===== src/rtl/uart_cmd_responder.sv =====
// Register-command responder: decodes 'W'/'R' packets from UART bytes, drives a simple register bus
// and paces one response byte per packet. Optional macro UART_CMD_CSUM_EN adds a trailing XOR checksum byte.
module uart_cmd_responder #(
    parameter int ADDR_W      = 4,
    parameter int TIMEOUT_CYC = 1000000,
    parameter int TX_GAP_CYC  = 11000
) (
    input  logic              i_clk,
    input  logic              i_rst,
    input  logic              i_rx_valid,
    input  logic [7:0]        i_rx_data,
    output logic              o_tx_valid,
    output logic [7:0]        o_tx_data,
    output logic              o_reg_wr,
    output logic              o_reg_rd,
    output logic [ADDR_W-1:0] o_reg_addr,
    output logic [7:0]        o_reg_wdata,
    input  logic [7:0]        i_reg_rdata,
    output logic              o_busy,
    output logic              o_drop
);

    localparam logic [7:0] CMD_WR  = 8'h57;
    localparam logic [7:0] CMD_RD  = 8'h52;
    localparam logic [7:0] RSP_OK  = 8'h4B;
    localparam logic [7:0] RSP_UNK = 8'h3F;
    localparam logic [7:0] RSP_ERR = 8'h45;
    localparam int TO_W  = $clog2(TIMEOUT_CYC + 1);
    localparam int GAP_W = $clog2(TX_GAP_CYC + 1);

    typedef enum logic [2:0] {
        S_IDLE,
        S_GET_ADDR,
        S_GET_DATA,
        S_EXEC,
        S_RD_REQ,
        S_RD_WAIT,
        S_SEND
`ifdef UART_CMD_CSUM_EN
        , S_GET_CSUM
`endif
    } state_t;

    state_t            r_state, w_state_nxt;
    logic              r_is_wr, w_is_wr_nxt;
    logic              r_addr_err, w_addr_err_nxt;
    logic [7:0]        r_resp, w_resp_nxt;
    logic [ADDR_W-1:0] r_reg_addr, w_reg_addr_nxt;
    logic [7:0]        r_reg_wdata, w_reg_wdata_nxt;
    logic [7:0]        r_tx_hold;
    logic [GAP_W-1:0]  r_gap;
    logic [TO_W-1:0]   r_to_cnt;
    logic              w_fire;
    logic              w_waiting;
    logic              w_timeout;
    logic              w_addr_bad;
`ifdef UART_CMD_CSUM_EN
    logic [7:0]        r_csum, w_csum_nxt;
`endif

    assign w_fire     = (r_state == S_SEND) && (r_gap == '0);
    assign w_addr_bad = (i_rx_data >> ADDR_W) != 8'd0;
`ifdef UART_CMD_CSUM_EN
    assign w_waiting  = r_state inside {S_GET_ADDR, S_GET_DATA, S_GET_CSUM};
`else
    assign w_waiting  = r_state inside {S_GET_ADDR, S_GET_DATA};
`endif
    assign w_timeout  = w_waiting && !i_rx_valid && (r_to_cnt == TO_W'(TIMEOUT_CYC - 1));

    assign o_tx_valid  = w_fire;
    assign o_tx_data   = w_fire ? r_resp : r_tx_hold;
    assign o_reg_wr    = (r_state == S_EXEC);
    assign o_reg_rd    = (r_state == S_RD_REQ);
    assign o_reg_addr  = r_reg_addr;
    assign o_reg_wdata = r_reg_wdata;
    assign o_busy      = (r_state != S_IDLE);
    assign o_drop      = i_rx_valid && (r_state inside {S_EXEC, S_RD_REQ, S_RD_WAIT, S_SEND});

    always_ff @(posedge i_clk or negedge i_rst) begin
        if (!i_rst) begin
            r_state     <= S_IDLE;
            r_is_wr     <= 1'b0;
            r_addr_err  <= 1'b0;
            r_resp      <= 8'd0;
            r_reg_addr  <= '0;
            r_reg_wdata <= 8'd0;
            r_tx_hold   <= 8'd0;
`ifdef UART_CMD_CSUM_EN
            r_csum      <= 8'd0;
`endif
        end else begin
            r_state     <= w_state_nxt;
            r_is_wr     <= w_is_wr_nxt;
            r_addr_err  <= w_addr_err_nxt;
            r_resp      <= w_resp_nxt;
            r_reg_addr  <= w_reg_addr_nxt;
            r_reg_wdata <= w_reg_wdata_nxt;
            if (w_fire) begin
                r_tx_hold <= r_resp;
            end
`ifdef UART_CMD_CSUM_EN
            r_csum      <= w_csum_nxt;
`endif
        end
    end

    // Gap counter runs freely so packet reception overlaps the pacing wait.
    always_ff @(posedge i_clk or negedge i_rst) begin
        if (!i_rst) begin
            r_gap    <= '0;
            r_to_cnt <= '0;
        end else begin
            if (w_fire) begin
                r_gap <= GAP_W'(TX_GAP_CYC - 1);
            end else if (r_gap != '0) begin
                r_gap <= r_gap - GAP_W'(1);
            end
            if (w_waiting && !i_rx_valid) begin
                r_to_cnt <= r_to_cnt + TO_W'(1);
            end else begin
                r_to_cnt <= '0;
            end
        end
    end

    always_comb begin
        w_state_nxt     = r_state;
        w_is_wr_nxt     = r_is_wr;
        w_addr_err_nxt  = r_addr_err;
        w_resp_nxt      = r_resp;
        w_reg_addr_nxt  = r_reg_addr;
        w_reg_wdata_nxt = r_reg_wdata;
`ifdef UART_CMD_CSUM_EN
        w_csum_nxt      = r_csum;
`endif
        case (r_state)
            S_IDLE: begin
                if (i_rx_valid) begin
`ifdef UART_CMD_CSUM_EN
                    w_csum_nxt = i_rx_data;
`endif
                    if (i_rx_data == CMD_WR) begin
                        w_is_wr_nxt = 1'b1;
                        w_state_nxt = S_GET_ADDR;
                    end else if (i_rx_data == CMD_RD) begin
                        w_is_wr_nxt = 1'b0;
                        w_state_nxt = S_GET_ADDR;
                    end else begin
                        w_resp_nxt  = RSP_UNK;
                        w_state_nxt = S_SEND;
                    end
                end
            end
            S_GET_ADDR: begin
                if (w_timeout) begin
                    w_state_nxt = S_IDLE;
                end else if (i_rx_valid) begin
                    w_reg_addr_nxt = i_rx_data[ADDR_W-1:0];
                    w_addr_err_nxt = w_addr_bad;
`ifdef UART_CMD_CSUM_EN
                    w_csum_nxt     = r_csum ^ i_rx_data;
`endif
                    if (r_is_wr) begin
                        w_state_nxt = S_GET_DATA;
                    end else begin
`ifdef UART_CMD_CSUM_EN
                        w_state_nxt = S_GET_CSUM;
`else
                        if (w_addr_bad) begin
                            w_resp_nxt  = RSP_ERR;
                            w_state_nxt = S_SEND;
                        end else begin
                            w_state_nxt = S_RD_REQ;
                        end
`endif
                    end
                end
            end
            S_GET_DATA: begin
                if (w_timeout) begin
                    w_state_nxt = S_IDLE;
                end else if (i_rx_valid) begin
                    w_reg_wdata_nxt = i_rx_data;
`ifdef UART_CMD_CSUM_EN
                    w_csum_nxt      = r_csum ^ i_rx_data;
                    w_state_nxt     = S_GET_CSUM;
`else
                    if (r_addr_err) begin
                        w_resp_nxt  = RSP_ERR;
                        w_state_nxt = S_SEND;
                    end else begin
                        w_state_nxt = S_EXEC;
                    end
`endif
                end
            end
`ifdef UART_CMD_CSUM_EN
            // A bad checksum outranks a bad address; both suppress the register access.
            S_GET_CSUM: begin
                if (w_timeout) begin
                    w_state_nxt = S_IDLE;
                end else if (i_rx_valid) begin
                    if ((i_rx_data != r_csum) || r_addr_err) begin
                        w_resp_nxt  = RSP_ERR;
                        w_state_nxt = S_SEND;
                    end else if (r_is_wr) begin
                        w_state_nxt = S_EXEC;
                    end else begin
                        w_state_nxt = S_RD_REQ;
                    end
                end
            end
`endif
            S_EXEC: begin
                w_resp_nxt  = RSP_OK;
                w_state_nxt = S_SEND;
            end
            S_RD_REQ: begin
                w_state_nxt = S_RD_WAIT;
            end
            S_RD_WAIT: begin
                w_resp_nxt  = i_reg_rdata;
                w_state_nxt = S_SEND;
            end
            S_SEND: begin
                if (w_fire) begin
                    w_state_nxt = S_IDLE;
                end
            end
            default: begin
                w_state_nxt = S_IDLE;
            end
        endcase
    end

endmodule


===== config.mk =====
export PLATFORM = sky130hd
export DESIGN_NAME = uart_cmd_responder
export DESIGN_NICKNAME = d
export VERILOG_FILES = /design/src/rtl/uart_cmd_responder.sv
export SDC_FILE = /design/constraint.sdc
export NUM_CORES = 1
export LEC_CHECK = 0
export BUFFER_PORTS_ARGS = -buffer_cell sky130_fd_sc_hd__buf_2
export CAP_MARGIN = 20
export CORE_UTILIZATION = 57
export DETAILED_ROUTE_END_ITERATION = 8
export GPL_ROUTABILITY_DRIVEN = 0
export PLACE_DENSITY_LB_ADDON = 0.05
export SLEW_MARGIN = 20
export SYNTH_ARGS = -nofsm -noshare
export SYNTH_HDL_FRONTEND = slang
export SYNTH_SLANG_ARGS = --single-unit

===== constraint.sdc =====
create_clock -name i_clk -period 2.4 [get_ports i_clk]
set_input_delay 0.36 -clock i_clk [delete_from_list [all_inputs] [get_ports i_clk]]
set_output_delay 0.36 -clock i_clk [all_outputs]
set_load 0.05 [all_outputs]

After elaboration in Yosys (flattened, before gate mapping)
Cells that the tools add are included.
{"block": "word_totals", "reg_bits": 67, "in_bits": 19, "output_inout_bits": 25, "wordCells": 84}
{"block": "classes", "addsub": 2, "eq_ne": 22, "mux": 29, "n_bitwise": 1, "n_reduce_logical": 21}
{"operator": "2-to-1 mux 8 bit", "count": 11}
{"operator": "one-hot mux 8 bit (5 select lines)", "count": 1}
{"operator": "2-to-1 mux 3 bit", "count": 10}
{"operator": "2-to-1 mux 14 bit", "count": 2}
{"operator": "!= test 2 bit (second input constant)", "count": 11}
{"operator": "adder 20 x 1 -> 20 bit (second input constant)", "count": 1}
{"operator": "equality test 20 bit (second input constant)", "count": 1}
{"operator": "2-to-1 mux 20 bit", "count": 1}
{"operator": "one-hot mux 3 bit (6 select lines)", "count": 1}
{"operator": "equality test 8 x 7 -> 1 bit (second input constant)", "count": 2}
{"operator": "zero test 14 bit", "count": 1}
{"operator": "nonzero test 14 bit", "count": 1}
{"operator": "subtractor 14 x 1 -> 14 bit (second input constant)", "count": 1}
{"operator": "AND reduction 11 bit", "count": 1}
{"operator": "equality test 3 bit (second input constant)", "count": 3}
{"operator": "AND reduction 3 bit", "count": 3}
{"operator": "nonzero test 8 bit", "count": 1}
{"operator": "equality test 3 x 2 -> 1 bit (second input constant)", "count": 2}
{"operator": "!= test 3 bit (second input constant)", "count": 2}
{"operator": "nonzero test 2 bit", "count": 3}
{"operator": "nonzero test 5 bit", "count": 1}
{"operator": "logical AND 1 bit", "count": 4}
{"operator": "AND reduction 4 bit", "count": 1}
{"operator": "nonzero test 4 bit", "count": 1}
{"operator": "8 further kinds", "count": 9}

Depth between registers and ports, before layout
Gate-level depths: netlist of run 1.
{"block": "depth", "depth_word": 6, "depth_mapped": 7, "ltp_nobuf": 6}

Least setup slack after synthesis of run 1
OpenSTA, ideal clock, no wires.
{"block": "synth_timing", "path_kind": "register to output", "from": "register r_gap[4]", "to": "output port o_tx_data[1]", "t_arrival_ns": 2.173, "required_time_ns": 2.040, "slack_ns": -0.133, "stages_incl_launch_ff": 6, "path_buffers": 1, "cell_sequence": "dfrtp_1 > nor4_1 > nand4b_1 > nor3b_1 > buf_2 > mux2_2"}
{"block": "synth_between", "elab_chain_cells": 3}
{"element": "start: declaration", "line": "51", "text": "logic [GAP_W-1:0] r_gap;"}
{"element": "start signal: assignment", "line": "114", "text": "r_gap <= GAP_W'(TX_GAP_CYC - 1);"}
{"element": "start signal: assignment", "line": "116", "text": "r_gap <= r_gap - GAP_W'(1);"}
{"element": "zero test 14 bit", "line": "61", "text": "assign w_fire = (r_state == S_SEND) && (r_gap == '0);"}
{"element": "logical AND 1 bit", "line": "61"}
{"element": "via o_tx_valid", "line": "12", "text": "output logic o_tx_valid,"}
{"element": "2-to-1 mux 8 bit", "line": "71", "text": "assign o_tx_data = w_fire ? r_resp : r_tx_hold;"}
{"element": "end: declaration", "line": "13", "text": "output logic [7:0] o_tx_data,"}
The timed path passes the listed nets, and every way through them passes these cells.

Final worst setup path of run 1
{"block": "layout_timing", "from": "register r_gap[7]", "to": "output port o_tx_data[5]"}
{"block": "layout_between", "elab_chain_cells": 3}
{"element": "zero test 14 bit", "line": "61"}
{"element": "logical AND 1 bit", "line": "61"}
{"element": "2-to-1 mux 8 bit", "line": "71"}
Every way passes these cells.

==> results.md, run 1 <==
- DRT Pass-1 Iters: 4
- Slew @ Worst Pin: 0.4171 ns
- Xor and xnor fraction of the mapped netlist area: 0.06444
- Slew HR: 0.7193
- Share of cells above drive strength 1: 0.3042
- Placed cells: 428
- CORE AREA: 5507 sq um
- CTS max path bufs: 2
- CTS tree: done
- Post-Synth Adder-Cell Area: 0.01151
- Ant. Diodes: 0
- Skew final: 0.008007 ns
- RSZ-0062 raised after global routing: true
- Largest family of logic cells by synthesized area: simple AND/OR/NAND/NOR gates
- EDFF count, synth: 0
- Post-synth top flop: dfrtp_1
- Endpoints failing setup: 8
- Async SR Flop Fraction: 1.000
- Max-cap violations: 0
- Hold-fix buffers at CTS: 0
- Global-route wire length before repair: 11830 microns
- CP required: 2.04 ns
- Largest net degree at the start of global routing: 68
- Post-synthesis mux area share: 0.1082
- Slew Limit Fails: 0
- Worst hold-check path type: in -> async
- Sequential share of the synthesized area: 0.5140
- Number of port buffers: 43
- Root buf cell: clkbuf_8
- Synth Cell Area: 3262 sq um
- TritonCTS Buffers: 9
- Starting Density: 0.5924
- Yosys cell types: 47
- FP Rows: 27
- Synthesized instance count: 308
- Synth Area in Compound Gates: 0.08554
- Drt first-iter violations: 103
- Remaining antenna violation count: 0
- Top post-synthesis cells by area: dfrtp_1, mux2_2, nor2_1, xor2_1, a21oi_1
- Simple-gate share of the synthesized area: 0.1941
- Number of global-route vias before repair: 2601
- Post-synthesis net count: 330
- Failing checks: negative setup slack
- Top-area cell type share of the netlist area: 0.5140
- Pwr per Cell Area: 1153 nW/um^2
- GRT Total Usage: 0.2533
- Top cell type by total area after synthesis: dfrtp_1
- Core Util, Final: 0.7396
- Pre-CTS setup slack: 0.06678 ns
- Num Clock Sinks: 67
- Width of the die: 77.65 microns
- I/O pin total: 44
- Layout Cell Area excl Fill: 4073 sq um
- CP Capture Type: output pin
- # fillers: 387
- Period utilisation layout: 1.100
- FMAX: 378.7 MHz
- Synth warnings: 0
- Detailed Route WL: 6713 microns
- GR Overflow Total: 0
- Chip Height: 77.65 microns
- DRC Markers: 0
- Drt via density: 5.633
- H-tree Lvls: 3
- Worst VDD drop: 982.4 uV
- DPL Wire Length: 4415 microns
- Crit path launch type: flip-flop
- Crit path time final: 2.641 ns
- WP data arrival: 2.28 ns
- WS Path Type: reg -> out
- Area growth syn-to-layout: 24.86%
- Full die area: 6029 sq um
- Seq cells post-synth: 67
- Lkg Pwr: 1.795 nW
- Finished Layout Cells: 450
- Status: complete, but fails checks
- Initial antenna violation count: 0
- Final setup margin: -0.2407 ns
- Nets@finish: 395
- Syn avg cell area: 10.59 sq um
- Routed vias: 2535
- WL per Instance: 14.92 microns
- Crit Path Max Fanout: 5
- Fin. Hold Viols: 0
- Clk slew on worst S/H paths: 0.07 ns
- Area after DPL: 3662 sq um
- Worst skew pair latency: 0.35 ns
-- power breakdown --
part	internal, mW	total, mW	switching (mW)
sequential	1.46	1.69	0.231
clock	0.566	1.01	0.441
combinational	0.753	2.00	1.25
total	2.78	4.69	1.92
-- path summary, 6_finish.rpt --
| kind | end | cells after the start | startpoint | slack (ns) |
|---|---|---|---|---|
| max | o_tx_data[5] | 6 | r_gap[7] | -0.24 |
| min | r_tx_hold[4] | 2 | i_rst | 0.02 |
| max reg2reg | r_state[2] | 5 | r_to_cnt[7] | 0.21 |
| min reg2reg | r_gap[13] | 1 | r_gap[13] | 0.48 |
| max in group asynchronous | r_to_cnt[4] | 2 | i_rst | 2.09 |
| min in group i_clk | r_resp[0] | 3 | i_reg_rdata[0] | 0.27 |
-- stage by stage --
| stage | total power [mW] | TNS [ns] | hold WS, ns |
|---|---|---|---|
| floorplan | 3.121 | 0 | 0.06441 |
| global placement | 3.564 | 0 | 0.4088 |
| detailed placement | 3.622 | 0 | 0.4029 |
| CTS | 4.692 | -1.878 | 0.03930 |
| global route | 4.957 | -2.716 | 0.06316 |
| finish | 4.694 | -1.816 | 0.01687 |
-- metal layers --
metal	vias to the layer above	wire length [microns]	global-route usage
li1	1233	-	-
met1	1237	3052	0.3121
met2	51	3321	0.4336
met3	14	221	0.05176
met4	0	118	0.1038
met5	-	0	0
-- cell type report --
type                            count  area (sq um)  share of cell area
Timing Repair Buffer               65         486.7              0.1195
Inverter                            8         30.03            0.007373
Tap cell                           72         90.09             0.02212
Sequential cell                    67          1677              0.4117
Clock buffer                       13         168.9             0.04147
Clock inverter                      3         45.04             0.01106
Multi-Input combinational cell    222          1575              0.3868
-- flip-flops by register name, summed over array words and instances (netlist names) --
| register | flops |
|---|---|
| r_to_cnt | 20 |
| r_gap | 14 |
| o_reg_wdata | 8 |
| r_resp | 8 |
| r_tx_hold | 8 |
| o_reg_addr | 4 |
| r_state | 3 |
| r_addr_err | 1 |
| r_is_wr | 1 |
-- what timing repair did --
action / 4_1_cts / 5_1_grt
pin swaps: 3 / 1
gates cloned: 1 / 0
endpoints found under the setup margin: 9 / 9
setup buffers: 5 / 0
gates resized for setup: 39 / 2
-- cells in the mapped netlist, types with 4 or more instances --
| cell type | n |
|---|---|
| dfrtp_1 | 67 |
| nor2_1 | 38 |
| mux2_2 | 26 |
| xor2_1 | 16 |
| nand2_1 | 15 |
| a21oi_1 | 14 |
| o21ai_0 | 10 |
| nor3_1 | 9 |
| clkbuf_1 | 8 |
| inv_1 | 8 |
| nand3_1 | 8 |
| xnor2_1 | 8 |
| nand2b_1 | 7 |
| nor4_1 | 7 |
| mux2i_1 | 6 |
| nand4_1 | 5 |
| and2_1 | 4 |
| or3_1 | 4 |
-- kinds of logic after synthesis --
kind of cell	count (synthesis)
AO/OA/AOI/OAI	44
buffers and inverters	19
adder cells (fa/ha/maj)	3
XOR/XNOR	24
flip-flops	67
AND/OR/NAND/NOR	119
multiplexers	32
-- cell usage in the layout, fill, tap and decap left out, drive strengths merged, types with 8 or more instances in the layout --
cell type	Yosys	routed
xnor2	8	8
mux2	26	26
o21ai	11	11
nor3	10	10
buf	3	65
xor2	16	16
a21oi	14	14
nand2	15	15
clkbuf	8	13
nand3	8	8
inv	8	8
nor2	38	38
dfrtp	67	67
-- worst max-delay path, stage by stage, from the launching register on --
cell,delay (ns)
dfrtp_1,0.42
nor4_4,0.30
nand4b_1,0.21
nor3b_4,0.33
buf_6,0.19
mux2_4,0.33
buf_8,0.16
No activity file was read; power rests on OpenSTA's default activity.
==> run 2: changes to the inputs <==
Settings changed: REMOVE_ABC_BUFFERS set to 1.
==> run 2 against run 1 <==
  * First-iteration DRC count rose by 30%
  * Hold slack better by 0.041 ns
  * The run still ends with negative setup slack left
  * Largest cell class unchanged
  * Flip-flop and latch count is the same
  * Power increased by 0.74%
  * Clock-buffer cell count fell by 4
  * Core utilization shrank 0.75 points
  * Final cell count unchanged
  * Routed wire length decreased by 0.54%
==> results.md, run 2 (synthesis results as in run 1) <==
- Routed vias: 2499 (was 2535)
- Starting Density: 0.5924 (unchanged)
- CP required: 2.04 ns (about the same)
- Hold slack: 0.05786 ns (was 0.01687 ns)
- Global-route wire length before repair: 11810 microns (was 11830 microns)
- CTS tree: done (unchanged)
- RSZ-0062 raised after global routing: true (unchanged)
- Area growth syn-to-layout: 23.59% (was 24.86%)
- Ant. Diodes: 0 (unchanged)
- WS Path Type: reg -> out (unchanged)
- CP Capture Type: output pin (unchanged)
- I/O pin total: 44 (unchanged)
- Status: complete, but fails checks (unchanged)
- Width of the die: 77.65 microns (unchanged)
- Max-cap violations: 0 (unchanged)
- Lkg Pwr: 1.773 nW (was 1.795 nW)
- M2 GR Usage: 0.4265 (was 0.4336)
- Final setup margin: -0.2298 ns (was -0.2407 ns)
- Most common cell after layout, fill and taps aside: dfrtp_1 (unchanged)
- Worst hold-check path type: in -> async (unchanged)
- Drt via density: 5.553 (was 5.633)
- Nets@finish: 395 (unchanged)
- Fin. Hold Viols: 0 (unchanged)
- TritonCTS Buffers: 9 (unchanged)
- Biggest regs: r_to_cnt x20, r_gap x14 (unchanged)
- Detailed Route WL: 6677 microns (was 6713 microns)
- Chip Height: 77.65 microns (unchanged)
- H-tree Lvls: 3 (unchanged)
- CORE AREA: 5507 sq um (unchanged)
- Crit path time final: 2.630 ns (was 2.641 ns)
- Clk slew on worst S/H paths: 0.08 ns (was 0.07 ns)
- Failing checks: negative setup slack (unchanged)
- Slew Limit Fails: 0 (unchanged)
- Remaining antenna violation count: 0 (unchanged)
- Number of global-route vias before repair: 2589 (was 2601)
- WP data arrival: 2.27 ns (was 2.28 ns)
- Root buf cell: clkbuf_8 (unchanged)
- WL per Instance: 14.84 microns (was 14.92 microns)
- Period utilisation layout: 1.096 (was 1.100)
- Slew HR: 0.7085 (was 0.7193)
- GR peak layer: met2 (unchanged)
- Skew final: 0.008526 ns (was 0.008007 ns)
- DRC Markers: 0 (unchanged)
- Worst VDD drop: 1019 uV (was 982.4 uV)
- Most frequent cells in the layout: dfrtp_1, nor2_1, buf_2, buf_4, mux2_2 (unchanged)
- GRT Total Usage: 0.2515 (was 0.2533)
- Number of port buffers: 43 (unchanged)
- GRT met3 Usage: 0.04824 (was 0.05176)
- GRT met1 Usage: 0.3171 (was 0.3121)
- Crit Path Max Fanout: 5 (unchanged)
- DPL Wire Length: 4474 microns (was 4415 microns)
- Total power: 4.729 mW (was 4.694 mW)
- DRT Pass-1 Iters: 5 (was 4)
- Worst skew pair latency: 0.34 ns (was 0.35 ns)
- Slew @ Worst Pin: 0.4373 ns (was 0.4171 ns)
- Largest net degree at the start of global routing: 36 (was 68)
- FP Rows: 27 (unchanged)
- Pwr per Cell Area: 1173 nW/um^2 (was 1153 nW/um^2)
- GR Overflow Total: 0 (unchanged)
- Share of cells above drive strength 1: 0.3148 (was 0.3042)
- Full die area: 6029 sq um (unchanged)
- Initial antenna violation count: 0 (unchanged)
- Crit path launch type: flip-flop (unchanged)
- Largest Register: r_to_cnt (unchanged)
- Max reg flops: 20 (unchanged)
- Num Clock Sinks: 67 (unchanged)
- FMAX: 380.3 MHz (was 378.7 MHz)
- CTS max path bufs: 2 (unchanged)
- Endpoints failing setup: 8 (unchanged)
- Drt first-iter violations: 134 (was 103)
[run 2: worst max-delay path, stage by stage (launching register included)]
cell,delay (ns)
dfrtp_2,0.44
nor4_4,0.31
nand4b_1,0.18
nor3b_2,0.28
buf_4,0.23
mux2_4,0.32
buf_6,0.15
[run 2: worst paths after layout]
path | start | to | slack, ns | cells past startpoint
setup / recovery | r_gap[7] | o_tx_data[5] | -0.23 | 6
hold / removal | i_rst | r_tx_hold[3] | 0.06 | 2
setup reg to reg | r_to_cnt[7] | r_state[2] | 0.19 | 5
hold reg to reg | r_gap[12] | r_gap[12] | 0.48 | 1
max in group asynchronous | i_rst | r_to_cnt[10] | 2.01 | 2
min in group i_clk | i_reg_rdata[0] | r_resp[0] | 0.27 | 3
[run 2: what timing repair did]
| item | in CTS | in global routing |
|---|---|---|
| cloned | 1 | 0 |
| resized for setup | 26 | 11 |
| hold buffers | 0 | 0 |
| buffers inserted | 3 | 1 |
| pin swaps | 3 | 3 |
| endpoints found under the setup margin | 9 | 9 |
[run 2: final cells by class]
| cell class | instances | area [sq um] |
|---|---|---|
| fill | 401 | 1475 |
| tap | 72 | 90.09 |
| sequential | 67 | 1680 |
| clock inverter | 7 | 92.59 |
| inverter | 8 | 30.03 |
| clock buffer | 9 | 123.9 |
| timing repair buffer | 65 | 436.7 |
| multi-input combinational | 222 | 1578 |
[run 2: per-stage QoR]
stage / TNS, ns / instance area, sq um / instances / setup WS, ns / utilization
2_1_floorplan: -26.74 / 3219 / 297 / -1.567 / -
3_3_place_gp: 0 / 3652 / 429 / 0.1230 / 0.6633
3_5_place_dp: -0.01529 / 3652 / 429 / -0.005690 / 0.6633
4_1_cts: -1.875 / 3985 / 449 / -0.2362 / 0.7237
5_1_grt: -2.427 / 4031 / 450 / -0.3115 / 0.7321
6_report: -1.763 / 4031 / 450 / -0.2298 / 0.7321
[run 2: metal layers]
metal,wire length (microns),vias up
met5,0,-
met3,259,8
met1,3066,1216
met2,3281,48
li1,-,1227
met4,70,0
[run 2: where the power goes]
part           internal [mW]  total (mW)  leakage, nW  switching, mW
logic                  0.766        2.00        0.812           1.24
clock network          0.583        1.02        0.113          0.435
registers               1.46        1.71        0.849          0.246
total                   2.81        4.73         1.77           1.92
